==> config.mk <==
export PLATFORM = sky130hd
export DESIGN_NAME = exmem_arbiter
export DESIGN_NICKNAME = d
export VERILOG_FILES = /design/src/rtl/exmem_arbiter.sv
export SDC_FILE = /design/constraint.sdc
export NUM_CORES = 1
export LEC_CHECK = 0
export ABC_AREA = 1
export CORE_AREA = 4 4 89 91
export CTS_CLUSTER_DIAMETER = 150
export DETAILED_ROUTE_END_ITERATION = 8
export DIE_AREA = 0 0 93 95
export GPL_TIMING_DRIVEN = 1
export HOLD_SLACK_MARGIN = 0.12
export PLACE_DENSITY = 0.74
export REMOVE_ABC_BUFFERS = 1
export SETUP_SLACK_MARGIN = 0.4
export SLEW_MARGIN = 30
export SYNTH_ARGS = -nofsm -noshare
export SYNTH_HDL_FRONTEND = slang
export SYNTH_SLANG_ARGS = --single-unit
==> constraint.sdc <==
create_clock -name clk -period 1.1 [get_ports clk]
set_input_delay 0.275 -clock clk [delete_from_list [all_inputs] [get_ports clk]]
set_output_delay 0.275 -clock clk [all_outputs]
set_load 0.03 [all_outputs]
==> src/rtl/exmem_arbiter.sv <==
// Two-requester arbiter sharing the single-port exmem RAM between the CPU and the audio engine.
// Optional macro STARVE_GUARD_EN bounds how long audio traffic can lock out the CPU.
module exmem_arbiter #(
    parameter int WIDTH         = 32,
    parameter int RAM_ADDR_BITS = 10,
    parameter int MAX_WAIT      = 4
) (
    input  logic                     clk,
    input  logic                     reset,

    input  logic                     cpu_req,
    input  logic                     cpu_we,
    input  logic [RAM_ADDR_BITS-1:0] cpu_adr,
    input  logic [WIDTH-1:0]         cpu_wdata,
    output logic                     cpu_gnt,
    output logic                     cpu_rvalid,
    output logic [WIDTH-1:0]         cpu_rdata,

    input  logic                     aud_req,
    input  logic                     aud_we,
    input  logic [RAM_ADDR_BITS-1:0] aud_adr,
    input  logic [WIDTH-1:0]         aud_wdata,
    output logic                     aud_gnt,
    output logic                     aud_rvalid,
    output logic [WIDTH-1:0]         aud_rdata,

    output logic                     mem_en,
    output logic                     mem_we,
    output logic [RAM_ADDR_BITS-1:0] mem_adr,
    output logic [WIDTH-1:0]         mem_wdata,
    input  logic [WIDTH-1:0]         mem_rdata
);

    logic starve;
    logic rd_pend;
    logic rd_own;
    logic rd_grant;

`ifdef STARVE_GUARD_EN
    localparam int WAIT_BITS = $clog2(MAX_WAIT + 1);
    localparam logic [WAIT_BITS-1:0] WAIT_LIMIT = WAIT_BITS'(MAX_WAIT);

    logic [WAIT_BITS-1:0] wait_cnt;

    assign starve = cpu_req && (wait_cnt == WAIT_LIMIT);

    // Counts consecutive denied CPU cycles; saturates so the override persists until the CPU is served.
    always_ff @(posedge clk or posedge reset) begin
        if (reset) begin
            wait_cnt <= '0;
        end else if (!cpu_req || cpu_gnt) begin
            wait_cnt <= '0;
        end else if (wait_cnt != WAIT_LIMIT) begin
            wait_cnt <= wait_cnt + 1'b1;
        end
    end
`else
    // Never true for a legal MAX_WAIT; without the guard audio priority is absolute.
    assign starve = (MAX_WAIT < 0);
`endif

    always_comb begin
        cpu_gnt = 1'b0;
        aud_gnt = 1'b0;
        if (!reset) begin
            if (cpu_req && (starve || !aud_req)) begin
                cpu_gnt = 1'b1;
            end else if (aud_req) begin
                aud_gnt = 1'b1;
            end
        end
    end

    always_comb begin
        mem_we    = 1'b0;
        mem_adr   = '0;
        mem_wdata = '0;
        if (aud_gnt) begin
            mem_we    = aud_we;
            mem_adr   = aud_adr;
            mem_wdata = aud_wdata;
        end else if (cpu_gnt) begin
            mem_we    = cpu_we;
            mem_adr   = cpu_adr;
            mem_wdata = cpu_wdata;
        end
    end

    assign mem_en   = cpu_gnt | aud_gnt;
    assign rd_grant = mem_en & ~mem_we;

    // Remembers who issued the read so the returning word reaches only that requester.
    always_ff @(posedge clk or posedge reset) begin
        if (reset) begin
            rd_pend <= 1'b0;
            rd_own  <= 1'b0;
        end else begin
            rd_pend <= rd_grant;
            if (rd_grant) begin
                rd_own <= aud_gnt;
            end
        end
    end

    assign cpu_rvalid = ~reset & rd_pend & ~rd_own;
    assign aud_rvalid = ~reset & rd_pend & rd_own;
    assign cpu_rdata  = cpu_rvalid ? mem_rdata : '0;
    assign aud_rdata  = aud_rvalid ? mem_rdata : '0;

endmodule

==> flow_metrics.tcl, run 1 <==
set metrics [dict create \
    yosys-top-cells-area "nand2_1 47%, nor2_1 23%, inv_1 13%" \
    numCtsBuffers 3 \
    cts_sinks 2 \
    power_mw 2.53 \
    rr_endpoint "rd_own" \
    seq_area_frac_synth 0.0472 \
    hold_violations 0 \
    grt_pass1_wl_microns 13500 \
    p_sw_frac 0.425 \
    timing.fmax_mhz 640 \
    reg2reg_slack_ns 0.33 \
    syn_area_per_cell_sq_um 4.11 \
    cp.required_ns 0.82 \
    syn_area_sq_um 1060 \
    ant_nets 0 \
    area_delta_synth_final_pct 377 \
    synth_cell_types 12 \
    r2r_cells 3 \
    worst_slack_ns -0.463 \
    p_per_area_nw_per_um2 500 \
    clk_latency_ns 0.21 \
    final_util 0.709 \
    rsz0062_at_grt "true" \
    criticalPathCategory "reg2out" \
    drv_cap 0 \
    p_leak_nw 2.69 \
    top_level_ports 234 \
    synth_largest_area_cell "nand2_1" \
    synth_top_cell_area_share 0.468 \
    cp-end-kind "primary output" \
    via_count 2686 \
    die_area_sq_um 8840 \
    arrival_ns 1.29 \
    seq_power_share 0.037 \
    failed_checks "setup timing" \
    setup_viol 113 \
    synth_edf_count 0 \
    nets 655 \
    comb_power_share 0.849 \
    ys_top_cells_by_count "132 x nand2_1, 65 x nor2_1, 38 x inv_1, 11 x buf_2, 3 x nand3_1" \
    io_buffers 233 \
    drt_iter0_drc 48 \
    drcViolationCount 0 \
    worst-path-max-fanout 8 \
    maxSlewViolCount 0 \
    num_rows 31 \
    period_needed_ns 1.56 \
    h-tree-depth 1 \
    drive_gt1_frac 0.546 \
    wl_microns 10200 \
    drt_first_pass_iters 4 \
    ys.flop_type "dfrtp_1" \
    grt_max_degree 34 \
    grt_remaining_overflow 0 \
    synth-seq-cells 2 \
    synth_warnings 0 \
    maxSlewHeadroom 0.758 \
    yosysMostFrequentCell "nand2_1" \
    core_area_sq_um 7140 \
    worst_hold_path_type "in2async" \
    period_share 1.42 \
    fillers 511 \
    r2r_start "rd_own" \
    power.switching_mw 1.07 \
    clkTransAtPathRegs_ns 0.03 \
    die_h_microns 95 \
    first_global_vias 2646 \
    tightest_slew_ns 0.362 \
    fin_worst_skew_ns 0 \
    initial_core_util 0.148 \
    antenna_found_initial 1 \
    grtUsageTotal 0.199 \
    cts_tree "built" \
    status "finished, violations left" \
    hpwl_microns 6600 \
    ys_async_sr_fraction 1.00 \
    clkPwrFrac 0.114 \
    internal_power_mw 1.45 \
    wl_per_cell_microns 16.1 \
    max-vdd-ir-drop_mv 0.258 \
    crit_path_start_kind "flop" \
    finalWeightedCongestion 0.775 \
    vias_per_cell 4.26 \
    die_w_microns 93 \
    clock-root-buffer "clkbuf_8" \
    clk_path_buf_depth 2 \
    postSynthCellCount 258 \
]
[registers in the layout, indices dropped and copies added, names as in the netlist]
name	count
rd_own	1
rd_pend	1
[critical path: stages (launching register included)]
cell and delay (ns):
dfrtp_1 0.41, nor2_4 0.15, inv_4 0.08, buf_12 0.15, nor2_1 0.11, buf_4 0.18
[stage by stage]
step	hold slack (ns)	TNS (ns)	std cells	worst slack (ns)	area, sq um
finish	0.579	-45.30	631	-0.463	5060
global route	0.601	-51.22	631	-0.525	5060
CTS	0.508	-43.41	622	-0.443	4690
detailed placement	0.510	-86.30	587	-0.843	3390
global placement	0.496	-83.74	587	-0.816	3390
floorplan	0.0489	-123.44	244	-1.38	975
[cell type report]
cell class / count / area, sq um / share of cell area
well taps: 99 / 124 / 0.0245
flip-flops and latches: 2 / 50.0 / 0.00989
inverters: 38 / 155 / 0.0307
multi-input cells: 204 / 1400 / 0.276
diodes: 1 / 2.50 / 0.000495
clock buffers: 3 / 41.3 / 0.00816
repair buffers: 284 / 3290 / 0.651
[timing repair]
item                       CTS  global route
pin swaps                   34            39
buffers inserted            18             6
hold endpoints to repair     2             0
resized for setup          220            77
gates cloned                13             2
hold buffers                 1             0
setup endpoints to repair  114           116
[layer usage]
layer / track usage / wire [microns] / up-vias
li1: - / - / 1292
met1: 0.167 / 2970 / 1204
met2: 0.423 / 5850 / 173
met3: 0.0741 / 1170 / 17
met4: 0.0598 / 201 / 0
met5: 0 / 0 / -
[kinds of logic after synthesis]
| group | synth area share |
|---|---|
| buffers and inverters | 0.215 |
| AND/OR/NAND/NOR | 0.733 |
| AO/OA/AOI/OAI | 0.00472 |
| flip-flops | 0.0472 |
[layout by cell type, fill, tap and decap left out]
| cell | count |
|---|---|
| clkdlybuf4s50_1 | 117 |
| buf_6 | 68 |
| buf_4 | 55 |
| nand2_4 | 51 |
| nor2_1 | 43 |
| nand2_1 | 42 |
| nand2_2 | 39 |
| inv_1 | 33 |
| buf_12 | 22 |
| nor2_2 | 13 |
| buf_16 | 13 |
| nor2_4 | 10 |
| buf_8 | 5 |
| inv_4 | 3 |
| clkbuf_8 | 3 |
| clkbuf_16 | 2 |
| dfrtp_1 | 2 |
| diode_2 | 1 |
| inv_6 | 1 |
| nand4_1 | 1 |
| o21ai_2 | 1 |
| nand3_4 | 1 |
| inv_2 | 1 |
| nand3_2 | 1 |
| nor3_4 | 1 |
| nand3_1 | 1 |
| dlygate4sd3_1 | 1 |
| dlygate4sd2_1 | 1 |
[worst max-delay path by stage]
stage	end	from	slack, ns	depth (start not counted)
finish	cpu_rdata[5]	rd_own	-0.46	5
global route	cpu_rdata[25]	rd_pend	-0.53	6
CTS	cpu_rdata[24]	rd_pend	-0.44	6
detailed placement	mem_wdata[23]	aud_req	-0.84	7
global placement	cpu_rdata[6]	reset	-0.82	8
floorplan	mem_adr[0]	aud_req	-1.38	3
[power groups by stage]
stage          Clock (mW)  Combinational, mW  Sequential, mW
4_1_cts             0.295               1.99          0.0904
2_1_floorplan           0              0.606          0.0876
5_1_grt             0.304               2.24          0.0935
3_3_place_gp            0               1.49          0.0894
6_report            0.288               2.15          0.0925
3_5_place_dp            0               1.50          0.0902
Note: power is estimated with default switching activity, not from simulation.
==> inputs of run 2 (changes only) <==
--- a/config.mk
+++ b/config.mk
@@ -8,6 +8,7 @@
 export ABC_AREA = 1
 export CORE_AREA = 4 4 89 91
 export CTS_CLUSTER_DIAMETER = 150
+export CTS_CLUSTER_SIZE = 10
 export DETAILED_ROUTE_END_ITERATION = 8
 export DIE_AREA = 0 0 93 95
 export GPL_TIMING_DRIVEN = 1
==> results of run 2 <==
Final layout, timing and power as in run 1 (identical DEF).
==> inputs of run 3 (changes only) <==
--- a/config.mk
+++ b/config.mk
@@ -11,7 +11,7 @@
 export CTS_CLUSTER_SIZE = 10
 export DETAILED_ROUTE_END_ITERATION = 8
 export DIE_AREA = 0 0 93 95
-export GPL_TIMING_DRIVEN = 1
+export GPL_TIMING_DRIVEN = 0
 export HOLD_SLACK_MARGIN = 0.12
 export PLACE_DENSITY = 0.74
 export REMOVE_ABC_BUFFERS = 1
==> run 3 against run 2 <==
Effect of this change:
- largest cell class unchanged
- die area stayed put
- highest routed layer unchanged
- first-iteration DRC count unchanged
- clock skew is the same
- the run still ends with setup timing left
- count of clock-buffer cells in the layout is the same
==> flow_metrics.tcl, run 3 (synthesis gave the netlist of run 1 again) <==
set metrics [dict create \
    cts_tree "built" \
    cp-end-kind "primary output" \
    layout_common_cells "137 x buf_6, 116 x clkdlybuf4s50_1, 59 x nand2_2" \
    grt_max_degree 18 \
    clk_path_buf_depth 2 \
    period_needed_ns 1.81 \
    via_count 2841 \
    p_per_area_nw_per_um2 497 \
    clk_latency_ns 0.22 \
    num_rows 31 \
    worst_hold_path_type "in2async" \
    arrival_ns 1.54 \
    hpwl_microns 6640 \
    initial_core_util 0.148 \
    antenna_found_initial 1 \
    rsz0062_at_grt "true" \
    finalWeightedCongestion 0.784 \
    failed_checks "setup timing" \
    status "finished, violations left" \
    crit_path_start_kind "flop" \
    final_util 0.750 \
    drt_iter0_drc 48 \
    h-tree-depth 1 \
    wl_microns 11400 \
    cp.required_ns 0.82 \
    critical_path.startpoint "rd_pend" \
    setup_viol 114 \
    drv_cap 0 \
    tightest_slew_ns 0.264 \
    clock-root-buffer "clkbuf_8" \
    cts_sinks 2 \
    nets 673 \
    drive_gt1_frac 0.643 \
    maxSlewHeadroom 0.824 \
    power_mw 2.66 \
    die_area_sq_um 8840 \
    area_delta_synth_final_pct 405 \
    top_level_ports 234 \
    io_buffers 233 \
    ant_nets 0 \
    core_area_sq_um 7140 \
    grt_remaining_overflow 0 \
    first_global_vias 2755 \
    maxSlewViolCount 0 \
    top_usage_layer "met2" \
    vias_per_cell 4.38 \
    max-vdd-ir-drop_mv 0.265 \
    criticalPathCategory "reg2out" \
    worst_slack_ns -0.715 \
    grt_use_met1 0.174 \
    worst-path-max-fanout 9 \
    reg_top3 "rd_own (1), rd_pend (1)" \
    die_h_microns 95 \
    fin_hold_ws_ns 0.516 \
    r2r_start "rd_own" \
    hold_violations 0 \
    grtUsageMet3 0.0598 \
    layout_commonest_cell "buf_6" \
    numCtsBuffers 3 \
    die_w_microns 93 \
    grtUsageMet2 0.416 \
    timing.fmax_mhz 551 \
    p_leak_nw 2.68 \
    wl_per_cell_microns 17.6 \
    fillers 463 \
    clkTransAtPathRegs_ns 0.03 \
    drcViolationCount 0 \
    grtUsageTotal 0.199 \
    fin_worst_skew_ns 0 \
    grt_pass1_wl_microns 13700 \
    drt_first_pass_iters 4 \
    period_share 1.65 \
]
## run 3: path summary, 6_finish.rpt
path	end	slack, ns	depth (start not counted)
setup / recovery	cpu_rdata[19]	-0.71	7
min in group clk	rd_pend	0.54	5
setup reg to reg	rd_own	0.38	2
max in group asynchronous	rd_pend	0.44	3
hold reg to reg	rd_own	0.61	2
hold / removal	rd_own	0.52	3
## run 3: layer usage
layer / part of all wire / vias to the layer above
met4: 0.034 / 0
li1: - / 1327
met2: 0.57 / 180
met5: 0 / -
met3: 0.097 / 28
met1: 0.30 / 1306
## run 3: cell type report
class / count / area, sq um / area share
Tap cell: 99 / 124 / 0.0231
Antenna cell: 1 / 2.50 / 0.000467
Timing Repair Buffer: 299 / 3350 / 0.625
Multi-Input combinational cell: 206 / 1620 / 0.303
Timing Repair inverter: 1 / 7.51 / 0.00140
Inverter: 38 / 159 / 0.0297
Sequential cell: 2 / 52.6 / 0.00982
Clock buffer: 3 / 41.3 / 0.00771
## run 3: critical path, stage by stage (launching register included)
cell and delay (ns):
dfrtp_2 0.40, nand2_2 0.08, nor2_4 0.12, buf_6 0.13, clkinvlp_4 0.11, buf_6 0.16, nor2_1 0.12, buf_4 0.19
## run 3: where the power goes
part | switching [mW] | total [mW] | internal [mW]
Combinational | 1.11 | 2.26 | 1.15
Sequential | 0.0164 | 0.101 | 0.0844
Clock | 0.0649 | 0.297 | 0.232
Total | 1.19 | 2.66 | 1.47
## run 3: through the flow
stage                     TNS (ns)  instance area, sq um  cells  setup slack, ns
final                       -58.62                  5350    649           -0.715
after CTS                   -51.18                  4600    627           -0.599
after floorplan            -123.44                   975    244            -1.38
after global placement     -238.56                  3430    576            -2.75
after global routing        -63.30                  5350    649           -0.758
after detailed placement   -184.74                  3500    579            -1.81
## run 3: what timing repair did
action                                  4_1_cts  5_1_grt
endpoints found under the setup margin      114      114
hold buffers                                  1        0
setup buffers                                36       20
hold endpoints to repair                      2        0
gates resized for setup                     890      227
pin swaps                                    42       41
cloned                                        8        1
